===== src/rtl/uart_mux.sv =====
// rtl/uart_mux.sv - packet-building UART transmitter: checksum | addr | count | data
module uart_mux #(
   parameter int CLKS_PER_BIT = 16,
   parameter int MAX_BYTES    = 256
) (
   input  logic       clk,
   input  logic       RESET,
   input  logic       in_valid,
   output logic       in_ready,
   input  logic [7:0] in_data,
   input  logic [7:0] in_addr,
   input  logic       in_last,
   output logic       UART_TX,
   output logic       busy,
   output logic       tx_done,
   output logic       truncated
);
   localparam int AW = $clog2(MAX_BYTES);
   localparam int NW = AW + 1;
   localparam int CW = (CLKS_PER_BIT > 1) ? $clog2(CLKS_PER_BIT) : 1;
   localparam logic [AW:0]   N_MAX    = NW'(MAX_BYTES);
   localparam logic [CW-1:0] BIT_LAST = CW'(CLKS_PER_BIT - 1);

   // Each SEND_* state names the byte that will be handed to the serializer next
   typedef enum logic [2:0] {COLLECT, SEND_CK, SEND_ADDR, SEND_CNT, SEND_DATA} state_t;
   state_t state, state_nxt;

   logic [7:0]    mem [MAX_BYTES];
   logic [AW:0]   n_q;        // bytes collected; extra bit keeps a full buffer distinct from empty
   logic [AW:0]   rd_q;       // data bytes already handed to the serializer
   logic [7:0]    sum_q, addr_q, cnt_q, ck_q;

   logic          accept, first, close;
   logic [AW:0]   n_inc;
   logic [7:0]    sum_new, cnt_new;

   logic          ser_busy;
   logic [CW-1:0] clk_cnt;
   logic [3:0]    bit_cnt;    // 0 = start, 1..8 = data, 9 = stop
   logic [8:0]    shreg;
   logic          bit_end, frame_end, ser_free;

   logic          load, done;
   logic [7:0]    load_byte;

   assign in_ready  = (state == COLLECT) && !RESET;
   assign accept    = in_valid && in_ready;
   assign first     = (n_q == '0);
   assign n_inc     = n_q + 1'b1;
   assign sum_new   = first ? (in_addr + in_data) : (sum_q + in_data);
   assign cnt_new   = 8'(n_q);
   assign close     = accept && (in_last || (n_inc == N_MAX));

   assign bit_end   = (clk_cnt == BIT_LAST);
   assign frame_end = ser_busy && bit_end && (bit_cnt == 4'd9);
   // A new frame may start on the very cycle the previous stop bit ends
   assign ser_free  = !ser_busy || frame_end;

   // State register
   always_ff @(posedge clk) begin
      if (RESET) state <= COLLECT;
      else       state <= state_nxt;
   end

   // Next-state logic and serializer load requests
   always_comb begin
      state_nxt = state;
      load      = 1'b0;
      load_byte = 8'h00;
      done      = 1'b0;
      case (state)
         COLLECT:   if (close) state_nxt = SEND_CK;
         SEND_CK:   if (ser_free) begin
                       load = 1'b1; load_byte = ck_q;   state_nxt = SEND_ADDR;
                    end
         SEND_ADDR: if (ser_free) begin
                       load = 1'b1; load_byte = addr_q; state_nxt = SEND_CNT;
                    end
         SEND_CNT:  if (ser_free) begin
                       load = 1'b1; load_byte = cnt_q;  state_nxt = SEND_DATA;
                    end
         SEND_DATA: if (ser_free) begin
                       if (rd_q != n_q) begin
                          load      = 1'b1;
                          load_byte = mem[rd_q[AW-1:0]];
                       end else begin
                          done      = 1'b1;
                          state_nxt = COLLECT;
                       end
                    end
         default:   state_nxt = COLLECT;
      endcase
   end

   // Payload buffer write; contents need no reset
   always_ff @(posedge clk) begin
      if (accept) mem[n_q[AW-1:0]] <= in_data;
   end

   // Packet bookkeeping: byte count, running sum, header bytes, status pulses
   always_ff @(posedge clk) begin
      if (RESET) begin
         n_q       <= '0;
         rd_q      <= '0;
         sum_q     <= 8'h00;
         addr_q    <= 8'h00;
         cnt_q     <= 8'h00;
         ck_q      <= 8'h00;
         busy      <= 1'b0;
         tx_done   <= 1'b0;
         truncated <= 1'b0;
      end else begin
         tx_done   <= done;
         truncated <= close && !in_last;
         if (accept) begin
            n_q   <= n_inc;
            sum_q <= sum_new;
            if (first) begin
               addr_q <= in_addr;
               busy   <= 1'b1;
            end
         end
         if (close) begin
            cnt_q <= cnt_new;
            ck_q  <= 8'h00 - (sum_new + cnt_new);
         end
         if ((state == SEND_DATA) && load) rd_q <= rd_q + 1'b1;
         if (done) begin
            n_q   <= '0;
            rd_q  <= '0;
            sum_q <= 8'h00;
            busy  <= 1'b0;
         end
      end
   end

   // 8N1 serializer, LSB first, with a registered line output
   always_ff @(posedge clk) begin
      if (RESET) begin
         ser_busy <= 1'b0;
         clk_cnt  <= '0;
         bit_cnt  <= 4'd0;
         shreg    <= 9'h1FF;
         UART_TX  <= 1'b1;
      end else if (load) begin
         ser_busy <= 1'b1;
         clk_cnt  <= '0;
         bit_cnt  <= 4'd0;
         shreg    <= {1'b1, load_byte};
         UART_TX  <= 1'b0;
      end else if (ser_busy) begin
         if (bit_end) begin
            clk_cnt <= '0;
            if (bit_cnt == 4'd9) begin
               ser_busy <= 1'b0;
               UART_TX  <= 1'b1;
            end else begin
               bit_cnt <= bit_cnt + 4'd1;
               UART_TX <= shreg[0];
               shreg   <= {1'b1, shreg[8:1]};
            end
         end else begin
            clk_cnt <= clk_cnt + 1'b1;
         end
      end
   end
endmodule

===== config.mk =====
export PLATFORM = sky130hd
export DESIGN_NAME = uart_mux
export DESIGN_NICKNAME = d
export VERILOG_FILES = /design/src/rtl/uart_mux.sv
export SDC_FILE = /design/constraint.sdc
export NUM_CORES = 2
export LEC_CHECK = 0
export CORE_UTILIZATION = 40
export DETAILED_ROUTE_END_ITERATION = 16
export GPL_ROUTABILITY_DRIVEN = 0
export SYNTH_ARGS = -nofsm -noshare
export SYNTH_HDL_FRONTEND = slang
export SYNTH_SLANG_ARGS = --single-unit
export TNS_END_PERCENT = 50

===== constraint.sdc =====
create_clock -name clk -period 6.3 [get_ports clk]
set_clock_uncertainty 0.05 [all_clocks]
set_input_delay 0.63 -clock clk [delete_from_list [all_inputs] [get_ports clk]]
set_output_delay 0.63 -clock clk [all_outputs]
set_load 0.03 [all_outputs]

==> results.yml <==
status:
  outcome: "finished, final reports clean"
finish:
  fin_nets: 4475
  areaGrowthSynthToFinish_pct: 12.49
  seqCellArea_sq_um: 63160
  multiInputGateArea_sq_um: 19470
  fill_cells: 17560
  drive_above_1_share_pct: 19.81
  final_common_cell: "edfxtp_1"
  mostFrequentLayoutCells: "edfxtp_1, mux4_2, nor2_1"
power_and_ir_drop:
  power-per-cell-area_nw_per_um2: 308.4
  leakagePower_nw: 28.09
  ir_drop_uv: 299.1
  power.total_mw: 29.19
synth:
  ys_seq_elements: 2130
  async_flop_share_pct: 0
  syn-num-nets: 4387
  synth.distinct_cells: 68
  synth_area_sq_um: 84140
  synth_edf_count: 2048
  synth-seq-area-share_pct: 75.04
  synthCells: 4335
  ys.warnings.count: 0
  ys.flop_type: "edfxtp_1"
  synth.avg_cell_area_sq_um: 19.41
  synth_largest_area_cell: "edfxtp_1"
  synth_area_leaders: "edfxtp_1, mux4_2, mux2i_1"
  synth_top_cell_area_share_pct: 73.09
setup_path:
  cp_top_family: "adder cells"
  crit_type: "reg -> reg"
  cp_slowest_cell: "fa_1"
  cpMostUsedCell: "inv_1"
  worstPathMaxFanout: 19
  worst_ep_required_time_ps: 7010
  cp-start-kind: "register"
  slowest_delay_ps: 530
  crit_arrival_ps: 5830
  path_buf_inv: 6
  end_kind: "register"
  cp_cell_sequence: "buf_4, or4_1, buf_4, nand4bb_4, mux2_2, ha_1, inv_1, fa_1, inv_1, ha_1, inv_1, ha_1, inv_1, fa_1, nor2b_1, o21ai_0, a21boi_0, o21ai_0, and3_1, a2111o_1, o2111a_1"
global_routing:
  grt_pass1_vias: 42980
  grt_overflow_total: 0
  grt_antenna_before_repair: 6
  grt_pass1_wl_um: 318200
  grt_max_degree: 195
  grt_usage_pct: 20.94
floorplanning:
  die_w_um: 460.6
  ios: 25
  die_area_sq_um: 212200
  rows: 167
  floorplan.die.height_um: 460.6
  core_area_sq_um: 208100
  initial_core_util_pct: 40.43
timing:
  final-setup-viol-count: 0
  layout_min_cycle_time_ps: 5123
  tightest_slew_ps: 1327
  rsz0062_at_grt: "no"
  fin_crit_sh_pct: 81.33
  fmax_ghz: 0.1952
  hold_viol_final: 0
  slew_viol_final: 0
  relSlewSlack_pct: 11.23
  layout_setup_ws_ps: 1177
  finalSetupTns_ps: 0
clocking:
  cts_tree: "done"
  numCtsBuffers: 212
  clkLatencyLatePin_ps: 870
  path_clk_slew_ps: 60
  clock_path_buffers: 3
  clock-root-buffer: "clkbuf_16"
  postCtsSetupBuffers: 0
  cts_resized: 0
  holdBufCountCts: 0
  clkSinkCount: 2130
  cts_htree_levels: 4
min_path:
  hold_class: "in -> reg"
drt:
  wirelength_um: 220900
  antenna_left: 0
  wire_per_inst_um: 29.86
  drtPass1Iterations: 8
  drc: 0
  drtIter0Drc: 5224
  vias: 42980
  via_per_inst: 5.810
run:
  cap_violations: 0
place:
  port_buffers: 24
  hpwl_um: 131800
  pre_cts_ws_ps: 1185
[cell usage after synthesis, drive strengths merged, types with 11 or more instances]
cell	count
nor4	14
nand3	37
mux4	415
a22oi	17
o221ai	127
xor2	26
edfxtp	2048
nand2	117
a211oi	21
ha	30
o31ai	14
a21oi	116
inv	27
clkbuf	115
o21ai	40
buf	142
mux2i	299
nor3	64
xnor2	13
nor2	346
a31oi	11
nor2b	16
nand4	11
mux2	25
dfxtp	82
o22ai	71
[cell type report]
| class | count | share of cell area (%) |
|---|---|---|
| Timing Repair Buffer | 131 | 1.366 |
| Clock inverter | 148 | 1.683 |
| Multi-Input combinational cell | 1918 | 20.57 |
| Inverter | 30 | 0.1256 |
| Sequential cell | 2130 | 66.73 |
| Antenna cell | 1 | 0.002644 |
| Clock buffer | 252 | 5.831 |
| Tap cell | 2788 | 3.686 |
[routing by layer]
layer	track usage [%]	part of all wire (%)	up-vias
li1	-	-	18020
met1	30.34	43	22840
met2	32.30	47	1819
met3	3.775	8.1	303
met4	6.103	2.5	0
met5	0	0	-
[sequential cells by signal (all words and copies together), names as in the netlist, named ones only]
signal and count:
mem 2048, n_q 9, rd_q 9, addr_q 8, ck_q 8, cnt_q 8, shreg 8, sum_q 8
bit_cnt 4, clk_cnt 4, state 3, UART_TX 1, busy 1, ser_busy 1, truncated 1, tx_done 1
[final timing paths]
| check | start | to | slack [ps] | cells past startpoint |
|---|---|---|---|---|
| setup reg to reg | n_q[4]$_SDFFE_PP0P_ | ck_q[7]$_SDFFE_PP0P_ | 1180 | 21 |
| setup / recovery | n_q[4]$_SDFFE_PP0P_ | ck_q[7]$_SDFFE_PP0P_ | 1180 | 21 |
| hold reg to reg | sum_q[7]$_SDFFE_PP0P_ | sum_q[7]$_SDFFE_PP0P_ | 410 | 2 |
| hold / removal | in_data[4] | mem[199][4]$_DFFE_PP_ | 110 | 1 |
[kinds of logic after synthesis]
kind of cell,synth area share [%]
xor+xnor,0.4060
compound gates,3.847
mux,15.00
fa+ha+maj,0.4937
simple gates,3.315
flops,75.04
buf+inv,1.896
[worst reg2reg max path: cells and delay by family, from the launching register on]
family / cells / cell delay, ps
muxes: 1 / 310
AOI/OAI and AO/OA: 5 / 970
adders and majority gates: 5 / 1560
and+or+nand+nor: 4 / 1190
buffers and inverters: 6 / 610
DFF: 1 / 290
[power breakdown]
group	switching (mW)	internal, mW	total, mW
clock	5.52	7.40	12.9
combinational	0.493	0.202	0.695
sequential	0.0333	15.5	15.6
total	6.05	23.1	29.2
[stage by stage]
stage / cell area [sq um] / cells / hold slack (ps) / utilization, %
after floorplan: 84140 / 4335 / 382.9 / -
after global routing: 94640 / 7397 / 74.96 / 45.48
after global placement: 87530 / 6997 / 396.3 / 42.06
after CTS: 94640 / 7397 / 56.17 / 45.48
final: 94640 / 7398 / 112.2 / 45.48
after detailed placement: 87530 / 6997 / 395.3 / 42.06
Power figures use the tool's default switching activity.
